[config.mk]
export PLATFORM = sky130hd
export DESIGN_NAME = dmem_word_arbiter
export DESIGN_NICKNAME = d
export VERILOG_FILES = /design/src/rtl/dmem_arb_pkg.sv /design/src/rtl/dmem_arb_pick.sv /design/src/rtl/dmem_word_arbiter.sv
export SDC_FILE = /design/constraint.sdc
export NUM_CORES = 1
export LEC_CHECK = 0
export ABC_AREA = 1
export BUFFER_PORTS_ARGS = -buffer_cell sky130_fd_sc_hd__buf_2
export CAP_MARGIN = 20
export CORE_MARGIN = 4
export CORE_UTILIZATION = 58
export DETAILED_ROUTE_END_ITERATION = 8
export PLACE_DENSITY = 0.85
export SLEW_MARGIN = 20
export SYNTH_ARGS = -nofsm -noshare
export SYNTH_HDL_FRONTEND = slang
export SYNTH_SLANG_ARGS = --single-unit
[constraint.sdc]
create_clock -name clk -period 3.2 [get_ports clk]
set_input_delay 0.64 -clock clk [delete_from_list [all_inputs] [get_ports clk]]
set_output_delay 0.64 -clock clk [all_outputs]
set_load 0.03 [all_outputs]
[src/rtl/dmem_arb_pkg.sv]
// Shared types and helpers for the byte-serial data-memory word arbiter.
// Holds the FSM state enum, owner type, word geometry and byte-lane helpers.
package dmem_arb_pkg;

    localparam int BYTES_PER_WORD = 4;

    // Counter value of the final byte cycle of a word access
    localparam logic [1:0] LAST_BYTE = 2'(BYTES_PER_WORD - 1);

    typedef enum logic [1:0] {
        IDLE,
        XFER,
        DONE
    } state_t;

    // 0 = processor load/store, 1 = loader/debug
    typedef logic owner_t;

    // Big-endian lane pick: lane 0 is bits [31:24]
    function automatic logic [7:0] lane_sel(
        input logic [31:0] w,
        input logic [1:0]  idx
    );
        logic [7:0] b;
        unique case (idx)
            2'd0: b = w[31:24];
            2'd1: b = w[23:16];
            2'd2: b = w[15:8];
            default: b = w[7:0];
        endcase
        return b;
    endfunction

    // Big-endian lane replace: returns w with lane idx set to b
    function automatic logic [31:0] lane_put(
        input logic [31:0] w,
        input logic [1:0]  idx,
        input logic [7:0]  b
    );
        logic [31:0] r;
        r = w;
        unique case (idx)
            2'd0: r[31:24] = b;
            2'd1: r[23:16] = b;
            2'd2: r[15:8]  = b;
            default: r[7:0] = b;
        endcase
        return r;
    endfunction

endpackage

[src/rtl/dmem_arb_pick.sv]
// Combinational winner selection for the two word requesters.
// Ports: req[1:0] in, last_owner in; any/win out. Macro DMEM_ARB_RR_EN picks round-robin ties.
module dmem_arb_pick
    import dmem_arb_pkg::*;
(
    input  logic [1:0] req,
    input  owner_t     last_owner,
    output logic       any,
    output owner_t     win
);

`ifdef DMEM_ARB_RR_EN
    always_comb begin
        any = |req;
        win = req[1];
        // On a tie, hand the memory to whoever did not have it last
        if (&req) begin
            win = ~last_owner;
        end
    end
`else
    // Fixed priority: last_owner is tracked by the top but not consulted
    logic unused_last_owner;
    assign unused_last_owner = last_owner;

    always_comb begin
        any = |req;
        win = req[1] & ~req[0];
    end
`endif

endmodule

[src/rtl/dmem_word_arbiter.sv]
// Shares one byte-wide datmem between two 32-bit requesters, 4 big-endian byte cycles per word.
// Ports: clk, rst_n (sync, active-low); r0_*/r1_* req/we/addr/wdata in, gnt/done/rdata out;
//        mem_addr/mem_we/mem_wdata out, mem_rdata in (async read); busy out.
// Build macro: DMEM_ARB_RR_EN enables round-robin tie-breaking (default fixed priority, port 0).
module dmem_word_arbiter
    import dmem_arb_pkg::*;
#(
    parameter int ADDR_W = 5,
    parameter int DATA_W = 32
) (
    input  logic              clk,
    input  logic              rst_n,
    input  logic              r0_req,
    input  logic              r0_we,
    input  logic [ADDR_W-1:0] r0_addr,
    input  logic [DATA_W-1:0] r0_wdata,
    output logic              r0_gnt,
    output logic              r0_done,
    output logic [DATA_W-1:0] r0_rdata,
    input  logic              r1_req,
    input  logic              r1_we,
    input  logic [ADDR_W-1:0] r1_addr,
    input  logic [DATA_W-1:0] r1_wdata,
    output logic              r1_gnt,
    output logic              r1_done,
    output logic [DATA_W-1:0] r1_rdata,
    output logic [ADDR_W-1:0] mem_addr,
    output logic              mem_we,
    output logic [7:0]        mem_wdata,
    input  logic [7:0]        mem_rdata,
    output logic              busy
);

    state_t              state_q;
    state_t              state_d;
    logic [1:0]          cnt_q;
    owner_t              owner_q;
    owner_t              last_owner_q;
    owner_t              win;
    logic                any_req;
    logic                we_q;
    logic [ADDR_W-1:0]   addr_q;
    logic [DATA_W-1:0]   wdata_q;
    logic [DATA_W-1:0]   rdata_q;
    logic [DATA_W-1:0]   r0_rdata_q;
    logic [DATA_W-1:0]   r1_rdata_q;
    logic [1:0]          gnt_q;

    dmem_arb_pick u_pick (
        .req        ({r1_req, r0_req}),
        .last_owner (last_owner_q),
        .any        (any_req),
        .win        (win)
    );

    always_comb begin
        state_d   = state_q;
        mem_addr  = '0;
        mem_we    = 1'b0;
        mem_wdata = '0;
        r0_done   = 1'b0;
        r1_done   = 1'b0;
        unique case (state_q)
            IDLE: begin
                if (any_req) begin
                    state_d = XFER;
                end
            end
            XFER: begin
                // Base plus lane offset wraps modulo the memory depth
                mem_addr  = addr_q + ADDR_W'(cnt_q);
                // Gated by rst_n so a reset cycle never writes a byte
                mem_we    = we_q & rst_n;
                mem_wdata = lane_sel(wdata_q, cnt_q);
                if (cnt_q == LAST_BYTE) begin
                    state_d = DONE;
                end
            end
            DONE: begin
                r0_done = ~owner_q;
                r1_done = owner_q;
                state_d = IDLE;
            end
            default: begin
                state_d = IDLE;
            end
        endcase
    end

    always_ff @(posedge clk) begin
        if (!rst_n) begin
            state_q      <= IDLE;
            cnt_q        <= '0;
            owner_q      <= 1'b0;
            last_owner_q <= 1'b1;
            we_q         <= 1'b0;
            addr_q       <= '0;
            wdata_q      <= '0;
            rdata_q      <= '0;
            r0_rdata_q   <= '0;
            r1_rdata_q   <= '0;
            gnt_q        <= '0;
        end else begin
            state_q <= state_d;
            gnt_q   <= '0;
            unique case (state_q)
                IDLE: begin
                    cnt_q <= '0;
                    if (any_req) begin
                        owner_q      <= win;
                        last_owner_q <= win;
                        gnt_q[win]   <= 1'b1;
                        we_q         <= win ? r1_we    : r0_we;
                        addr_q       <= win ? r1_addr  : r0_addr;
                        wdata_q      <= win ? r1_wdata : r0_wdata;
                    end
                end
                XFER: begin
                    cnt_q <= cnt_q + 2'd1;
                    if (!we_q) begin
                        rdata_q <= lane_put(rdata_q, cnt_q, mem_rdata);
                        // Last byte lands straight in the owner's result
                        if (cnt_q == LAST_BYTE) begin
                            if (owner_q) begin
                                r1_rdata_q <= lane_put(rdata_q, cnt_q, mem_rdata);
                            end else begin
                                r0_rdata_q <= lane_put(rdata_q, cnt_q, mem_rdata);
                            end
                        end
                    end
                end
                default: begin
                    cnt_q <= '0;
                end
            endcase
        end
    end

    assign r0_gnt   = gnt_q[0];
    assign r1_gnt   = gnt_q[1];
    assign r0_rdata = r0_rdata_q;
    assign r1_rdata = r1_rdata_q;
    assign busy     = (state_q != IDLE);

endmodule

==> results of run 1 <==
==> where the power goes <==
part,total [uW],leakage [uW],switching (uW),internal (uW)
Combinational,853,0.00311,566,287
Clock,1920,0.000286,754,1170
Sequential,1960,0.00115,71.8,1880
==> kinds of logic after synthesis <==
family	Yosys count	synth area share
and+or+nand+nor	730	0.399
buffers and inverters	220	0.127
DFF	141	0.406
AOI/OAI and AO/OA	70	0.0519
adders and majority gates	8	0.0155
==> flip-flops by register name (all words and copies together), names as in the netlist <==
register  count
addr_q        5
cnt_q         2
gnt_q         2
owner_q       1
r0_rdata     32
r1_rdata     32
rdata_q      32
state_q       2
wdata_q      32
we_q          1
==> layout make-up <==
cell class	count	area, um^2	share of cell area
tap	143	179	0.0213
clock inverter	14	144	0.0171
inverter	160	601	0.0714
clock buffer	18	439	0.0522
multi-input combinational	808	3260	0.387
timing repair buffer	181	973	0.116
sequential	141	2820	0.335
==> worst max-delay path, cell delays in order (launching register included) <==
cell,delay [ns]
dfxtp_1,0.37
inv_1,0.11
ha_1,0.69
nand2_1,0.13
a31oi_1,0.27
buf_2,0.25
==> per-layer routing <==
layer | global-route usage | wire (um)
met1 | 0.284 | 7030
met2 | 0.416 | 8050
met3 | 0.0529 | 1170
met4 | 0.0924 | 367
met5 | 0 | 0
==> stage by stage <==
| stage | utilization | hold WS [ns] | instances |
|---|---|---|---|
| 6_report | 0.728 | 0.475 | 1465 |
| 4_1_cts | 0.728 | 0.479 | 1465 |
| 3_3_place_gp | 0.677 | 0.456 | 1433 |
| 3_5_place_dp | 0.677 | 0.466 | 1433 |
| 2_1_floorplan | - | 0.454 | 1169 |
| 5_1_grt | 0.728 | 0.500 | 1465 |
==> synth_stat cells, drive strengths merged <==
cell type,n
o21ai,48
clkbuf,21
nor3,2
buf,39
a21oi,14
ha,7
dfxtp,141
nand3,5
a31oi,8
nor2,288
fa,1
inv,160
nand2,435
==> final timing paths <==
kind | startpoint | end | cells past startpoint
worst min-delay path | r1_rdata[20]$_SDFFE_PN0P_ | r1_rdata[20]$_SDFFE_PN0P_ | 2
worst max-delay path | cnt_q[0]$_SDFF_PN0_ | mem_wdata[3] | 5
worst max register to register | cnt_q[0]$_SDFF_PN0_ | r1_rdata[24]$_SDFFE_PN0P_ | 7
worst min register to register | r1_rdata[20]$_SDFFE_PN0P_ | r1_rdata[20]$_SDFFE_PN0P_ | 2
==> impl_metrics.csv, run 1 <==
group,metric,value,unit
status,status,"complete, no violations",
sta,clock_skew,0.00628,ns
sta,report.final.slew_viol_count,0,
final_layout,final_cell_mix,"nand2_1, nor2_1, buf_2",
critical_path,endpoint_kind,"primary output",
global_routing,grt_use_total,0.238,
sta,setup_tns,0,ns
sta,min_period_over_period,0.895,
route,drtAntennaViolNets,0,
final_layout,fin_nets,1405,
clock_network,cts_tree,"built",
global_routing,grt_pass1_vias,6088,
final_layout,syn_to_final_growth,21.1,%
sta,setup_viol,0,
power_and_ir_drop,p_leak,0.00454,uW
floorplanning,fp.dieH,117,um
placement,dpl.hpwl,11300,um
synth,yosysTopAreaCell,"dfxtp_1",
route,first_pass_iters,6,
synth,ys_seq_elements,141,
synth,synth.top_cell.area_share,0.406,
clock_network,htreeDepth,4,
sta,maxSlewHeadroom,0.453,
route,vias,6880,
route,via_per_inst,4.70,
sta,hold_viol,0,
critical_path,crit_arrival,2.22,ns
final_layout,design_area,8410,um^2
clock_network,cts_made_buffers,17,
synth,postSynthCellCount,1169,
synth,yosysWarnings,0,
clock_network,root_buffer,"clkbuf_16",
power_and_ir_drop,power_density,562,nW/um^2
floorplanning,die_w,117,um
critical_path,path_max_fanout,24,
synth,synth.area.top_cells,"dfxtp_1, nand2_1, nor2_1",
final_layout,fill_cells,1026,
placement,dpl_cell_area,7830,um^2
hold_path,hp-class,"reg2reg",
route,totalWireLength,16600,um
clock_network,post_cts_resize_count,0,
floorplanning,num_rows,39,
route,drc_errors,0,
critical_path,worstSetupStartpointType,"register",
clock_network,clock_latency,0.41,ns
critical_path,rrSetupSlack,1.28,ns
synth,ys_seq_area_frac,0.406,
placement,portBuffers,170,
critical_path,criticalPathCategory,"reg2out",
route,wl_per_cell,11.3,um
placement,gp_congestion,0.788,
synth,syn-cell-area,6950,um^2
global_routing,antenna_found_initial,0,
clock_network,path_clk_slew,0.06,ns
critical_path,critPathRequiredTime,2.56,ns
floorplanning,initial_core_util,0.601,
route,initialDrtViolationCount,412,
global_routing,grt_max_degree,136,
sta,fmax,349,MHz
final_layout,n_antenna_cell,0,
power_and_ir_drop,finalPower,4730,uW
clock_network,cts_setup_buffers,0,
final_layout,final_common_cell,"nand2_1",
synth,synth_fp_nets,1265,
clock_network,cts.sinks,141,
floorplanning,dieArea,13800,um^2
synth,syn_avg_cell_area,5.94,um^2
global_routing,grt_pass1_wl,27500,um
floorplanning,pin_count,171,
floorplanning,core,11600,um^2
clock_network,cts_hold_buf,0,
sta,period_needed,2.86,ns
synth,synth.distinct_cells,21,
sta,worst_slack,0.336,ns
job,cap_viol_max_count,0,
placement,post-place-ws,0.765,ns
global_routing,overflow,0,
clock_network,cts_buffer_depth,2,
sta,rsz0062_at_grt,"false",
sta,worst_pin_slew,0.820,ns
final_layout,drive_gt1_frac,0.169,
power_and_ir_drop,vdd_ir_drop_max,0.344,mV
Note: power is estimated with default switching activity, not from simulation.
==> inputs of run 2 (changes only) <==
Settings changed: CORE_UTILIZATION 58 to 57, PLACE_DENSITY 0.85 to unset, PLACE_DENSITY_LB_ADDON set to 0.05, SYNTH_HIERARCHICAL set to 1.
==> run 2 against run 1 <==
Sequential share of layout area grew 0.83 points. Critical path depth is the same. Synthesized cell count shrank 6.4%. Hold slack lost 0.0097 ns. Clock power grew 5%. Count of clock-buffer cells in the layout grew 4. Worst setup slack lost 0.022 ns. Non-clock buffer count grew 3. Maximum frequency shrank 0.77%. Die area shrank 1.9%. Total power shrank 2.4%.
==> impl_metrics.csv, run 2 <==
group,metric,value,unit
final_layout,fill_cells,1049,
sta,rsz0062_at_grt,"false",
power_and_ir_drop,power_density,562,nW/um^2
clock_network,htreeDepth,4,
global_routing,grt_pass1_wl,28600,um
clock_network,path_clk_slew,0.06,ns
placement,dpl.hpwl,11800,um
clock_network,cts_setup_buffers,0,
critical_path,path_max_fanout,24,
final_layout,syn_to_final_growth,22.8,%
global_routing,grt_max_degree,60,
critical_path,endpoint_kind,"primary output",
synth,postSynthCellCount,1094,
status,status,"complete, no violations",
final_layout,final_common_cell,"nand2_1",
critical_path,rrSetupSlack,1.14,ns
clock_network,cts.sinks,141,
route,first_pass_iters,6,
critical_path,worstSetupStartpointType,"register",
clock_network,post_cts_resize_count,0,
global_routing,overflow,0,
route,via_per_inst,4.78,
sta,maxSlewHeadroom,0.426,
critical_path,critPathRequiredTime,2.56,ns
final_layout,final_cell_mix,"nand2_1, buf_2, dfxtp_1",
critical_path,criticalPathCategory,"reg2out",
final_layout,n_antenna_cell,0,
floorplanning,core,11500,um^2
sta,fmax,346,MHz
hold_path,hold_depth,2,
critical_path,timing.rr.end,"r0_rdata[31]$_SDFFE_PN0P_",
route,totalWireLength,17100,um
final_layout,fin_nets,1336,
hold_path,hp-class,"reg2reg",
sta,min_period_over_period,0.902,
route,drtAntennaViolNets,0,
sta,period_needed,2.89,ns
sta,worst_pin_slew,0.861,ns
global_routing,antenna_found_initial,1,
global_routing,grt_pass1_vias,6251,
hold_path,hold_path_end,"rdata_q[12]$_SDFFE_PN0P_",
sta,hold_viol,0,
floorplanning,pin_count,171,
clock_network,root_buffer,"clkbuf_16",
floorplanning,initial_core_util,0.583,
sta,clock_skew,0.00485,ns
hold_path,holdCritStartpoint,"rdata_q[12]$_SDFFE_PN0P_",
power_and_ir_drop,finalPower,4620,uW
critical_path,regToRegStartpoint,"state_q[0]$_SDFFE_PN0P_",
floorplanning,fp.dieH,116,um
power_and_ir_drop,vdd_ir_drop_max,0.394,mV
route,wl_per_cell,12.3,um
synth,syn_avg_cell_area,6.11,um^2
floorplanning,die_w,116,um
critical_path,reg2regPathDepth,6,
final_layout,multi_input_area,3110,um^2
sta,setup_tns,0,ns
placement,portBuffers,170,
route,vias,6666,
route,initialDrtViolationCount,411,
clock_network,clock_latency,0.42,ns
clock_network,cts_made_buffers,17,
floorplanning,num_rows,39,
placement,gp_congestion,0.846,
clock_network,cts_tree,"built",
sta,report.final.slew_viol_count,0,
route,drc_errors,0,
final_layout,regArea,2820,um^2
final_layout,drive_gt1_frac,0.178,
critical_path,crit_arrival,2.25,ns
synth,yosysWarnings,6,
synth,syn-cell-area,6690,um^2
synth,synth_fp_nets,1190,
clock_network,cts_hold_buf,0,
job,cap_viol_max_count,0,
power_and_ir_drop,p_leak,0.00451,uW
clock_network,cts_buffer_depth,2,
floorplanning,dieArea,13500,um^2
sta,setup_viol,0,
global_routing,grt_use_total,0.264,
[run 2: per-stage QoR]
step           instance area, um^2  setup WS [ns]  hold WS (ns)  utilization  cells
2_1_floorplan                 6690          0.934         0.445            -   1094
3_3_place_gp                  7600          0.847         0.452        0.663   1364
3_5_place_dp                  7600          0.785         0.456        0.663   1364
4_1_cts                       8210          0.314         0.464        0.716   1396
5_1_grt                       8210          0.159         0.488        0.716   1396
6_report                      8210          0.314         0.465        0.716   1396
[run 2: power breakdown]
part | switching (uW) | total, uW | internal, uW
logic | 451 | 669 | 218
registers | 61.5 | 1930 | 1870
clock network | 737 | 2020 | 1280
[run 2: cell type report]
cell class	count	area share
clock inverters	10	0.0168
repair buffers	184	0.118
inverters	139	0.0635
clock buffers	22	0.0577
flip-flops and latches	141	0.344
multi-input cells	757	0.378
well taps	143	0.0218
[run 2: worst max path at each step]
| stage | start | endpoint | slack (ns) |
|---|---|---|---|
| 2_1_floorplan | cnt_q[0]$_SDFF_PN0_ | mem_addr[4] | 0.93 |
| 3_3_place_gp | cnt_q[0]$_SDFF_PN0_ | mem_wdata[5] | 0.85 |
| 3_5_place_dp | cnt_q[0]$_SDFF_PN0_ | mem_wdata[5] | 0.79 |
| 4_1_cts | cnt_q[0]$_SDFF_PN0_ | mem_wdata[5] | 0.31 |
| 5_1_grt | cnt_q[0]$_SDFF_PN0_ | mem_wdata[5] | 0.16 |
| 6_report | cnt_q[0]$_SDFF_PN0_ | mem_wdata[5] | 0.31 |
[run 2: critical path, stage by stage (launching register included)]
cell and delay [ns]:
dfxtp_1 0.37, inv_1 0.11, ha_1 0.73, nand2_1 0.13
a31oi_1 0.25, buf_2 0.24
[run 2: routing by layer]
metal,up-vias,track usage,wire (um)
met5,-,0,8
met1,2847,0.331,7280
met2,252,0.445,8100
met4,2,0.0820,267
met3,26,0.0715,1480
li1,3539,-,-
==> inputs of run 3 (changes only) <==
Settings changed: CELL_PAD_IN_SITES_DETAIL_PLACEMENT set to 0, CELL_PAD_IN_SITES_GLOBAL_PLACEMENT set to 1, CORE_UTILIZATION 57 to 39.
==> run 3 against run 2 <==
Register-to-register slack lost 0.02 ns. Combinational power grew 1%. Largest power group unchanged. Critical endpoint is now mem_wdata[4]. Critical path type unchanged. Global-route usage shrank 6.7 points. First-iteration DRC count shrank 20%.
==> impl_metrics.csv, run 3 (synthesis results as in run 2) <==
group,metric,value,unit
global_routing,grt_pass1_vias,6184,
sta,rsz0062_at_grt,"false",
global_routing,grt_use_total,0.197,
route,initialDrtViolationCount,327,
final_layout,fill_cells,1801,
critical_path,criticalPathCategory,"reg2out",
floorplanning,die_w,139,um
global_routing,grtUsageMet1,0.249,
power_and_ir_drop,p_leak,0.00454,uW
power_and_ir_drop,vdd_ir_drop_max,0.366,mV
critical_path,crit_arrival,2.18,ns
final_layout,drive_gt1_frac,0.180,
floorplanning,num_rows,47,
critical_path,endpoint_kind,"primary output",
sta,worst_pin_slew,0.877,ns
clock_network,htreeDepth,4,
global_routing,grt_pass1_wl,31300,um
route,via_per_inst,4.42,
critical_path,path_max_fanout,24,
power_and_ir_drop,power_density,568,nW/um^2
final_layout,final_common_cell,"nand2_1",
sta,setup_tns,0,ns
critical_path,worstSetupStartpointType,"register",
placement,portBuffers,170,
final_layout,final_cell_mix,"nand2_1, buf_2, dfxtp_1",
job,cap_viol_max_count,0,
sta,maxSlewHeadroom,0.415,
clock_network,cts_made_buffers,17,
clock_network,cts.sinks,141,
final_layout,multi_input_area,3110,um^2
sta,worst_slack,0.383,ns
sta,hold_ws,0.465,ns
clock_network,clock_latency,0.41,ns
global_routing,met3_usage,0.0466,
final_layout,syn_to_final_growth,24.9,%
placement,dpl_cell_area,7710,um^2
floorplanning,fp.dieH,139,um
sta,fmax,355,MHz
final_layout,n_antenna_cell,0,
route,first_pass_iters,4,
sta,setup_viol,0,
final_layout,fin_nets,1338,
floorplanning,core,16700,um^2
clock_network,path_clk_slew,0.06,ns
floorplanning,dieArea,19300,um^2
global_routing,busiest_layer,"met2",
placement,post-place-ws,0.819,ns
global_routing,grt_max_degree,46,
sta,hold_viol,0,
sta,clock_skew,0.00621,ns
final_layout,regArea,2820,um^2
clock_network,post_cts_resize_count,0,
floorplanning,pin_count,171,
placement,dpl.hpwl,13200,um
floorplanning,initial_core_util,0.401,
critical_path,critPathRequiredTime,2.56,ns
global_routing,antenna_found_initial,0,
route,wl_per_cell,12.8,um
clock_network,cts_tree,"built",
final_layout,design_area,8360,um^2
clock_network,cts_setup_buffers,0,
placement,gp_congestion,0.749,
route,drc_errors,0,
sta,min_period_over_period,0.880,
global_routing,gr-usage-met2,0.330,
sta,report.final.slew_viol_count,0,
route,vias,6520,
route,drtAntennaViolNets,0,
clock_network,root_buffer,"clkbuf_16",
sta,period_needed,2.82,ns
global_routing,overflow,0,
route,totalWireLength,18900,um
power_and_ir_drop,finalPower,4750,uW
status,status,"complete, no violations",
clock_network,cts_hold_buf,0,
hold_path,hp-class,"reg2reg",
clock_network,cts_buffer_depth,2,
run 3: cell types whose count changed in the layout (fill, tap and decap cells not counted), sizes merged:
cell	previous run	this run
buf	184	186
bufinv	3	4
clkinvlp	5	4
run 3: worst paths after layout:
path                            startpoint                       end  slack [ns]  depth (start not counted)
setup / recovery       cnt_q[0]$_SDFF_PN0_              mem_wdata[4]        0.38                          5
hold / removal    rdata_q[12]$_SDFFE_PN0P_  rdata_q[12]$_SDFFE_PN0P_        0.47                          2
setup reg to reg   state_q[0]$_SDFFE_PN0P_  r0_rdata[1]$_SDFFE_PN0P_        1.12                          6
hold reg to reg   rdata_q[12]$_SDFFE_PN0P_  rdata_q[12]$_SDFFE_PN0P_        0.47                          2
run 3: area by class of cell:
class / instances / share of cell area
Inverter: 139 / 0.0624
Clock inverter: 10 / 0.0192
Tap cell: 220 / 0.0329
Multi-Input combinational cell: 757 / 0.372
Sequential cell: 141 / 0.338
Clock buffer: 22 / 0.0580
Timing Repair Buffer: 186 / 0.118
run 3: through the flow:
step                cells  utilization
finish               1475        0.500
global route         1475        0.500
CTS                  1475        0.500
detailed placement   1443        0.462
global placement     1443        0.462
floorplan            1094            -
run 3: worst max-delay path: stages, from the launching register on:
cell and delay (ns):
dfxtp_1 0.36, inv_1 0.10, ha_1 0.74, nand2_1 0.11, a31oi_1 0.21, buf_2 0.24
run 3: where the power goes:
group	switching [uW]	total, uW	internal (uW)
clock network	762	2150	1390
logic	463	678	215
registers	58.2	1920	1870
total	1280	4750	3470
run 3: layer usage:
layer | wire, um | vias to the layer above
li1 | - | 3552
met4 | 306 | 0
met1 | 8760 | 2782
met3 | 1160 | 17
met5 | 0 | -
met2 | 8690 | 169
